<file path="src/rtl/hash_table_pkg.sv">
// Shared types for the hash-table front end: op codes, response status,
// sequencer FSM states and the status decode used in the execute cycle.
package hash_table_pkg;

    typedef enum logic [1:0] {
        NOTHING = 2'b00,
        READ    = 2'b01,
        WRITE   = 2'b10,
        DELETE  = 2'b11
    } op_e;

    typedef enum logic [1:0] {
        OK            = 2'b00,
        NOT_FOUND     = 2'b01,
        NO_SPACE      = 2'b10,
        NO_DEL_TARGET = 2'b11
    } status_e;

    typedef enum logic [1:0] {
        IDLE,
        READ_WAIT,
        EXEC,
        RESP
    } state_e;

    // Read-latency down-counter width; covers READ_LATENCY up to 15.
    localparam int CNT_W = 4;

    // Each op only looks at the controller flag that concerns it.
    function automatic status_e exec_status(input op_e op, input logic no_found,
                                            input logic no_space, input logic no_del);
        case (op)
            READ:    return no_found ? NOT_FOUND     : OK;
            WRITE:   return no_space ? NO_SPACE      : OK;
            DELETE:  return no_del   ? NO_DEL_TARGET : OK;
            default: return OK;
        endcase
    endfunction

endpackage

</file>
<file path="src/rtl/sat_counter.sv">
// Free-running event counter that sticks at all-ones instead of wrapping.
module sat_counter #(
    parameter int WIDTH = 16
) (
    input  logic             clk,
    input  logic             rst_n,
    input  logic             inc,
    output logic [WIDTH-1:0] count
);

    // Count one per inc pulse, holding at the maximum value.
    always_ff @(posedge clk or negedge rst_n) begin
        if (!rst_n)
            count <= '0;
        else if (inc && (count != {WIDTH{1'b1}}))
            count <= count + 1'b1;
    end

endmodule

</file>
<file path="src/rtl/hash_request_sequencer.sv">
// Initiator-side front end for the hash-table controller. Accepts one
// request at a time, waits out the table read latency, drives the op to the
// controller for a single cycle and returns the sampled result.
// Optional: define HASH_SEQ_STATS_EN to add response/failure counters.
module hash_request_sequencer
    import hash_table_pkg::*;
#(
    parameter int KEY_WIDTH    = 2,
    parameter int DATA_WIDTH   = 32,
    parameter int READ_LATENCY = 1
) (
    input  logic                  clk,
    input  logic                  rst_n,
    input  logic                  req_valid_i,
    output logic                  req_ready_o,
    input  logic [1:0]            req_op_i,
    input  logic [KEY_WIDTH-1:0]  req_key_i,
    input  logic [DATA_WIDTH-1:0] req_data_i,
    output logic                  mem_rd_en_o,
    output logic [KEY_WIDTH-1:0]  ctrl_key_o,
    output logic [DATA_WIDTH-1:0] ctrl_data_o,
    output logic [1:0]            ctrl_op_o,
    input  logic [DATA_WIDTH-1:0] ctrl_read_data_i,
    input  logic                  ctrl_no_element_found_i,
    input  logic                  ctrl_no_write_space_i,
    input  logic                  ctrl_no_deletion_target_i,
    output logic                  resp_valid_o,
    input  logic                  resp_ready_i,
    output logic [1:0]            resp_op_o,
    output logic [DATA_WIDTH-1:0] resp_data_o,
    output logic [1:0]            resp_status_o
`ifdef HASH_SEQ_STATS_EN
   ,output logic [15:0]           stat_ops_o,
    output logic [15:0]           stat_fail_o
`endif
);

    // READ_WAIT lasts READ_LATENCY cycles: counter runs LOAD..0.
    localparam logic [CNT_W-1:0] RW_LOAD =
        CNT_W'((READ_LATENCY > 0) ? READ_LATENCY - 1 : 0);

    state_e           state_q, state_d;
    op_e              op_q;
    logic [CNT_W-1:0] cnt_q;
    logic             accept;
    op_e              req_op;

    assign req_op = op_e'(req_op_i);
    assign accept = (state_q == IDLE) && req_valid_i;

    // State register.
    always_ff @(posedge clk or negedge rst_n) begin
        if (!rst_n)
            state_q <= IDLE;
        else
            state_q <= state_d;
    end

    // Next-state and the purely state-derived handshake/control outputs.
    always_comb begin
        state_d      = state_q;
        req_ready_o  = 1'b0;
        resp_valid_o = 1'b0;
        ctrl_op_o    = NOTHING;
        case (state_q)
            IDLE: begin
                req_ready_o = 1'b1;
                if (req_valid_i) begin
                    if (req_op == NOTHING)
                        state_d = RESP;
                    else if (READ_LATENCY == 0)
                        state_d = EXEC;
                    else
                        state_d = READ_WAIT;
                end
            end
            READ_WAIT: begin
                if (cnt_q == '0)
                    state_d = EXEC;
            end
            EXEC: begin
                ctrl_op_o = op_q;
                state_d   = RESP;
            end
            RESP: begin
                resp_valid_o = 1'b1;
                if (resp_ready_i)
                    state_d = IDLE;
            end
            default: state_d = IDLE;
        endcase
    end

    // Request capture, latency counter, read strobe and response capture.
    // mem_rd_en_o is set on the acceptance edge, so it lands in the first
    // READ_WAIT cycle, or in EXEC itself when there is no read latency.
    always_ff @(posedge clk or negedge rst_n) begin
        if (!rst_n) begin
            op_q          <= NOTHING;
            cnt_q         <= '0;
            mem_rd_en_o   <= 1'b0;
            ctrl_key_o    <= '0;
            ctrl_data_o   <= '0;
            resp_op_o     <= '0;
            resp_data_o   <= '0;
            resp_status_o <= '0;
        end else begin
            mem_rd_en_o <= 1'b0;
            case (state_q)
                IDLE: begin
                    if (accept) begin
                        op_q        <= req_op;
                        ctrl_key_o  <= req_key_i;
                        ctrl_data_o <= req_data_i;
                        cnt_q       <= RW_LOAD;
                        mem_rd_en_o <= (req_op != NOTHING);
                        // A nop skips the controller entirely.
                        if (req_op == NOTHING) begin
                            resp_op_o     <= NOTHING;
                            resp_data_o   <= '0;
                            resp_status_o <= OK;
                        end
                    end
                end
                READ_WAIT: begin
                    if (cnt_q != '0)
                        cnt_q <= cnt_q - 1'b1;
                end
                EXEC: begin
                    resp_op_o     <= op_q;
                    resp_status_o <= exec_status(op_q, ctrl_no_element_found_i,
                                                 ctrl_no_write_space_i,
                                                 ctrl_no_deletion_target_i);
                    resp_data_o   <= (op_q == READ && !ctrl_no_element_found_i)
                                     ? ctrl_read_data_i : '0;
                end
                default: ;
            endcase
        end
    end

`ifdef HASH_SEQ_STATS_EN
    logic resp_fire;
    assign resp_fire = resp_valid_o && resp_ready_i;

    sat_counter #(.WIDTH(16)) u_stat_ops (
        .clk   (clk),
        .rst_n (rst_n),
        .inc   (resp_fire),
        .count (stat_ops_o)
    );

    sat_counter #(.WIDTH(16)) u_stat_fail (
        .clk   (clk),
        .rst_n (rst_n),
        .inc   (resp_fire && (resp_status_o != OK)),
        .count (stat_fail_o)
    );
`endif

endmodule

</file>
<file path="config.mk">
export PLATFORM = sky130hd
export DESIGN_NAME = hash_request_sequencer
export DESIGN_NICKNAME = d
export VERILOG_FILES = /design/src/rtl/hash_table_pkg.sv /design/src/rtl/sat_counter.sv /design/src/rtl/hash_request_sequencer.sv
export SDC_FILE = /design/constraint.sdc
export NUM_CORES = 1
export LEC_CHECK = 0
export CAP_MARGIN = 20
export CORE_ASPECT_RATIO = 0.8
export CORE_MARGIN = 1
export CORE_UTILIZATION = 37
export CTS_CLUSTER_SIZE = 12
export DETAILED_ROUTE_END_ITERATION = 8
export PLACE_DENSITY = 0.84
export SLEW_MARGIN = 10
export SYNTH_ARGS = -nofsm -noshare
export SYNTH_HDL_FRONTEND = slang
export SYNTH_SLANG_ARGS = --single-unit
</file>
<file path="constraint.sdc">
create_clock -name clk -period 1.6 [get_ports clk]
set_input_delay 0.32 -clock clk [delete_from_list [all_inputs] [get_ports clk]]
set_output_delay 0.32 -clock clk [all_outputs]
set_load 0.05 [all_outputs]
</file>
-- Word level (Yosys, flattened, before mapping)
Index checks and enable logic that the tools add are counted.
- bits in registers: 79
- bits of input ports: 75
- output and inout bits: 75
- logic and storage cells: 61
- $add $sub $neg: 1
- equality and inequality tests: 12
- multiplexer cells: 25
- reduce and logical (&&, ||, !) cells: 14
- operators by type and width (operator ; number):
    $mux W32 ; 3
    $pmux W32 S2 ; 1
    $mux W2 ; 9
    $ne A2 B2 Y1 const B ; 5
    $reduce_and A3 Y1 ; 3
    $eq A2 B2 Y1 const B ; 4
    $mux W4 ; 2
    $pmux W2 S2 ; 2
    $pmux W2 S4 ; 1
    $pmux W4 S2 ; 1
    $pmux W2 S3 ; 1
    $reduce_bool A2 Y1 ; 3
    $mux W1 ; 5
    $eq A2 B1 Y1 const B ; 2
    $logic_not A2 Y1 ; 2
    $logic_not A4 Y1 ; 1
    $reduce_bool A4 Y1 ; 1
    $sub A4 B1 Y4 const B ; 1
    $logic_and A1 B1 Y1 ; 2
    $ne A2 B1 Y1 const B ; 1
    $reduce_and A2 Y1 ; 1
    $logic_not A1 Y1 ; 1

-- Longest topological paths before layout
Gate-level depths: netlist of run 1.
- depth in word-level cells: 4
- gate-level depth with buffers: 7
- mapped depth without buffers: 6

-- Worst setup path before layout of run 1
Ideal clock, no wire load.
- kind: flip-flop to flip-flop
- start: register state_q[0]
- end: register resp_data_o[5]
- setup time: 0.128 ns
- data arrival time: 1.838 ns
- data required time: 1.472 ns
- path slack: -0.367 ns
- stages on the path, launching flop included: 7
- buffers on the path: 1
- period minus slack after synthesis: 1.967 ns
- path through: dfrtp_1 inv_1 ha_1 nor2b_1 a31oi_2 clkbuf_2 o21ai_0
- cells in the longest elaborated chain, start to end: 4
- elaborated cells on any way between the ends: 8
- those cells by class: eq/ne (3); mux (1); reduce/logical (4)
- RTL lines (element ; RTL line ; source):
    start, declared ; hash_request_sequencer.sv:42 ; state_e state_q, state_d;
    start signal, assigned ; hash_request_sequencer.sv:56 ; state_q <= state_d;
    $logic_not A2 Y1 ; hash_request_sequencer.sv:49, hash_request_sequencer.sv:109 ;
    $logic_and A1 B1 Y1 ; hash_request_sequencer.sv:49 ; assign accept = (state_q == IDLE) && req_valid_i;
    $ne A2 B2 Y1 (no line) ; n/a ;
    $reduce_and A3 Y1 (no line) ; n/a ;
    end signal, assigned ; hash_request_sequencer.sv:134 ; resp_data_o <= (op_q == READ && !ctrl_no_element_found_i)
    end, declared ; hash_request_sequencer.sv:30 ; output logic [DATA_WIDTH-1:0] resp_data_o,
Several ways; a longest one is shown, not always the timed one.
A chain may end at the register's enable or synchronous reset.

-- Worst setup path in the final report of run 1
- start: register state_q[0]
- end: register resp_data_o[9]
The elaborated chain is that of the path after synthesis.

==> results of run 1 <==
path summary, 6_finish.rpt:
check                      cells past startpoint                         start                            to  slack, ns
min                                            2                         rst_n   resp_data_o[20]$_DFFE_PN0P_       0.39
max                                            9        state_q[0]$_DFFE_PN0P_    resp_data_o[9]$_DFFE_PN0P_      -0.04
max reg2reg                                    9        state_q[0]$_DFFE_PN0P_    resp_data_o[9]$_DFFE_PN0P_      -0.04
max in group asynchronous                      3                         rst_n    resp_data_o[4]$_DFFE_PN0P_       0.73
min in group clk                               2  resp_status_o[0]$_DFFE_PN0P_  resp_status_o[0]$_DFFE_PN0P_       0.48
min reg2reg                                    2  resp_status_o[0]$_DFFE_PN0P_  resp_status_o[0]$_DFFE_PN0P_       0.48
cell families (layout without fill, tap and decap cells):
kind of cell    count (synthesis)  after routing  synth area share
simple gates                   83             83            0.1052
flops                          79             79            0.6091
compound gates                 48             48           0.08943
mux                            41             41            0.1407
buf+inv                        21            211           0.03238
fa+ha+maj                       6              6           0.02313
flip-flops by register name (all words and copies together), names as in the netlist:
name and flops:
resp_data_o 32, resp_op_o 2, mem_rd_en_o 1, cnt_q 4, resp_status_o 2, ctrl_key_o 2, ctrl_data_o 32, op_q 2
state_q 2
power breakdown:
group / switching [uW] / leakage, uW / internal, uW / total (uW)
Clock: 712 / 0.0000871 / 706 / 1420
Sequential: 411 / 0.00102 / 2660 / 3070
Combinational: 3900 / 0.00138 / 2580 / 6480
worst max-delay path: stages, from the launching register on:
cell,delay [ns]
dfrtp_1,0.39
inv_2,0.11
buf_12,0.11
ha_4,0.20
nor2b_2,0.07
a31oi_4,0.18
buf_12,0.19
buf_12,0.14
nand2_1,0.06
o21ai_0,0.08
cells in the final DEF, fill, tap and decap left out, types with 3 or more instances in the layout:
master | netlist | final
buf_4 | 4 | 94
o21ai_1 | 11 | 18
o21ai_0 | 27 | 18
ha_4 | 0 | 3
clkdlybuf4s50_1 | 0 | 73
dfrtp_1 | 79 | 79
a22o_1 | 4 | 4
clkbuf_16 | 0 | 3
clkinvlp_4 | 0 | 3
nand2_1 | 71 | 69
mux2i_1 | 4 | 4
buf_12 | 0 | 12
nor2_1 | 3 | 3
clkbuf_8 | 0 | 9
inv_2 | 0 | 5
mux2_2 | 37 | 37
timing repair:
item	in CTS	in global routing
pin swaps	2	4
hold endpoints to repair	18	0
endpoints found under the setup margin	17	62
resized for setup	18	19
buffers inserted	10	2
cloned	1	5
hold buffers	1	0
per-stage QoR:
stage / setup WS (ns) / power [uW] / area, um2 / TNS (ns) / instances
final: -0.03838 / 10980 / 5439 / -0.3769 / 580
after global routing: -0.1311 / 11490 / 5439 / -3.940 / 580
after CTS: -0.03575 / 10570 / 5279 / -0.1204 / 573
after detailed placement: -0.1935 / 8815 / 4915 / -6.124 / 546
after global placement: -0.1034 / 8683 / 4915 / -3.889 / 546
after floorplan: 0.001217 / 6857 / 3276 / 0 / 278
final cells by class:
type,instances,share of cell area
Multi-Input combinational cell,178,0.2319
Inverter,8,0.005981
Clock inverter,6,0.01150
Clock buffer,9,0.02277
Sequential cell,79,0.3635
Timing Repair Buffer,188,0.3386
Tap cell,112,0.02576
routing by layer:
| layer | vias up | wire length [um] |
|---|---|---|
| li1 | 1304 | - |
| met1 | 1339 | 3601 |
| met3 | 12 | 566 |
| met4 | 0 | 132 |
| met5 | - | 0 |
| met2 | 101 | 4272 |
==> results.toml, run 1 <==
[setup_path]
endpoint_kind = "flop"
cp-start-kind = "flop"
required_ns = 1.85
critPathKind = "flop to flop"
cp.arrival_ns = 1.89
crit_fanout = 13

[synthesis]
synth-edff-count = 0
avgSynthCellArea_um2 = 11.67
syn_inst = 278
yosysTopAreaCell = "dfrtp_1"
synthFlopType = "dfrtp_1"
synthTopCellsByArea = "dfrtp_1, mux2_2, nand2_1"
synth.most_common_cell = "dfrtp_1"
syn-num-nets = 359
yosysWarnings = 0
yosysTopAreaCellShare = 0.6091
ys_ff_latch = 79
synth_seq_area_share = 0.6091
synth_common_cells = "dfrtp_1, nand2_1, mux2_2, o21ai_0, o21ai_1"
synth.distinct_cells = 26
syn-cell-area_um2 = 3246
synth-async-reset-ratio = 1.000

[power]
power_density_nw_per_um2 = 2018
power.leakage_uw = 0.002489
peakVddDrop_mv = 1.167

[cts]
root_buffer = "clkbuf_8"
cts_made_buffers = 9
htree_levels = 3
worstSkewPairLatency_ns = 0.34
clock-sinks = 79
path_clk_slew_ns = 0.08
cts_buffer_depth = 2
cts_tree = "built"

[timing]
slew_viol_final = 0
setup_viol = 28
fin_crit_ns = 1.638
rsz0062_at_grt = "true"
max_slew_margin = 0.6470
whs_ns = 0.3939
min_period_over_period = 1.024
max_freq_mhz = 610.4
hold_viol = 0
setup_ws_ns = -0.03838
finClkSkew_ns = 0.007464
worst_slew_pin_slew_ns = 0.5240

[global_routing]
grt_pass1_wl_um = 12940
met1_usage = 0.2146
met2_usage = 0.3114
grt_pass1_vias = 2734
grt_overflow = 0
grt_max_degree = 35
top_usage_layer = "met2"
antenna_found_initial = 0
grt_use_total = 0.1808
met3_usage = 0.06383

[cells_and_area]
multi_input_area_um2 = 1261
area.growth.synth_to_final_pct = 67.58
antenna_cells = 0
drive_gt1_frac = 0.4060
fill_cells = 672
nets = 545
seq_area_um2 = 1977
finish.utilization = 0.6412

[worst_hold_path]
hold_class = "primary input to asynchronous set/reset pin"

[routing]
drc = 0
antenna_left = 0
num_vias = 2756
wire_per_inst_um = 14.78
vias_per_cell = 4.752
drtIter0Drc = 100
wirelength_um = 8572
dr.pass1.iters = 4

[floorplanning]
io_pins = 150
die_area_um2 = 9153
initial_core_util = 0.3826
core_region_area_um2 = 8483
die_y_um = 85.77
rows = 30
die_w_um = 106.7

[run]
maxCapViolCount = 0

[placed_design]
portBuffers = 149
dp_hpwl_um = 5922
place_congestion = 0.8048

[outcome]
status = "finished with violations"
violations = "negative setup slack"
Note: power is estimated with default switching activity, not from simulation.
==> run 2: changes to the inputs <==
Settings changed: GPL_TIMING_DRIVEN set to 0, TNS_END_PERCENT set to 100.
==> results.toml, run 2 (synthesized netlist as in run 1, its figures left out) <==
[floorplanning]
die_w_um = 106.7
die_y_um = 85.77
core_region_area_um2 = 8483
rows = 30
io_pins = 150
die_area_um2 = 9153
initial_core_util = 0.3826

[global_routing]
grt_max_degree = 66
grt_pass1_wl_um = 13980
grt_use_total = 0.1981
grt_overflow = 0
grt_pass1_vias = 2929
antenna_found_initial = 0

[timing]
min_period_over_period = 1.036
max_slew_margin = 0.6497
max_freq_mhz = 603.4
finClkSkew_ns = 0.006774
setup_ws_ns = -0.05741
slew_viol_final = 0
rsz0062_at_grt = "true"
setup_viol = 9
hold_viol = 0
fin_crit_ns = 1.657
worst_slew_pin_slew_ns = 0.5275

[routing]
antenna_left = 0
drc = 0
wl_met2_um = 4787
wire_per_inst_um = 16.15
dr.pass1.iters = 4
drtIter0Drc = 80
wirelength_um = 9481
top_layer_used = "met4"
met3_length_um = 536
vias_per_cell = 4.877
wirelength_met1_um = 3935
num_vias = 2863

[setup_path]
r2r-end = "cnt_q[3]$_DFFE_PN0P_"
crit_fanout = 4
reg2regPathDepth = 7
critPathKind = "flop to output pin"
cp-start-kind = "flop"
r2r-start = "state_q[1]$_DFFE_PN0P_"
worstSetupStartpoint = "state_q[0]$_DFFE_PN0P_"
rrSetupSlack_ns = -0.05
cp.arrival_ns = 1.34
required_ns = 1.28
endpoint_kind = "output pin"

[cells_and_area]
layout_common_cells = "dfrtp_1, clkdlybuf4s50_1, nand2_1, dlygate4sd2_1, mux2_2"
antenna_cells = 0
area.growth.synth_to_final_pct = 80.11
stdcell_count = 587
drive_gt1_frac = 0.3453
nets = 551
layout_commonest_cell = "dfrtp_1"
finish.utilization = 0.6891
reg.largest.list = "ctrl_data_o (32), resp_data_o (32), cnt_q (4)"

[power]
peakVddDrop_mv = 1.154
p_int_uw = 5943
power_frac_clock = 0.129
power_density_nw_per_um2 = 1918
power.leakage_uw = 0.002716
seqPwrFrac = 0.272
power.switching_uw = 5267
pwr-share-comb = 0.599
switching_share = 0.4698

[placed_design]
place_congestion = 0.7687
dp_slack_ns = -0.5248
dp_cells = 540
portBuffers = 149
dp_hpwl_um = 6026

[cts]
cts_buffer_depth = 2
path_clk_slew_ns = 0.08
htree_levels = 3
clock-sinks = 79
root_buffer = "clkbuf_8"
worstSkewPairLatency_ns = 0.34
cts_made_buffers = 9
cts_tree = "built"

[worst_hold_path]
hold_class = "primary input to asynchronous set/reset pin"

[run]
maxCapViolCount = 0

[outcome]
status = "finished with violations"
violations = "negative setup slack"
-- run 2: per-layer routing --
layer  track usage  vias up
met5             0        -
met3       0.06307       23
li1              -     1338
met4       0.08095        0
met1        0.2415     1408
met2        0.3273       94
-- run 2: stage by stage --
step                cell area [um2]  setup TNS [ns]  power (uW)  hold slack (ns)
floorplan                      3276               0        6857          0.02441
global placement               4907         -216.99        8717           0.4634
detailed placement             4932          -17.98        8858           0.2056
CTS                            5341         -0.2324       10500           0.3743
global route                   5846          -1.699       11700           0.3938
finish                         5846         -0.2042       11210           0.3903
-- run 2: worst max-delay path by stage --
stage / end / cells after the start
after floorplan: cnt_q[3]$_DFFE_PN0P_ / 6
after global placement: ctrl_data_o[13]$_DFFE_PN0P_ / 1
after detailed placement: ctrl_op_o[0] / 5
after CTS: ctrl_op_o[0] / 5
after global routing: ctrl_op_o[0] / 5
final: ctrl_op_o[0] / 5
-- run 2: critical path, stage by stage, from the launching register on --
cell and delay [ns]:
dfrtp_1 0.40, inv_2 0.12, ha_4 0.19, nand2_4 0.08
inv_2 0.07, buf_8 0.14
-- run 2: area by class of cell --
cell class                      count  area, um2
Clock buffer                       10      127.6
Timing Repair Buffer              180       1849
Fill cell                         666       2638
Tap cell                          112      140.1
Inverter                            8      32.53
Buffer                             13      182.7
Sequential cell                    79       1978
Multi-Input combinational cell    179       1474
Clock inverter                      6      61.31
-- run 2: timing repair --
action	in CTS	in global routing
setup endpoints to repair	144	106
buffers inserted	13	8
cloned	2	7
resized for setup	151	116
pin swaps	3	33
endpoints found under the hold margin	14	0
hold buffers	1	0
-- run 2: power groups by stage --
| stage | Sequential [uW] | Clock, uW | Combinational, uW |
|---|---|---|---|
| after floorplan | 5190 | 0 | 1670 |
| final | 3050 | 1450 | 6710 |
| after CTS | 3030 | 1490 | 5980 |
| after global routing | 3130 | 1560 | 7000 |
| after detailed placement | 3070 | 0 | 5790 |
| after global placement | 3030 | 0 | 5690 |
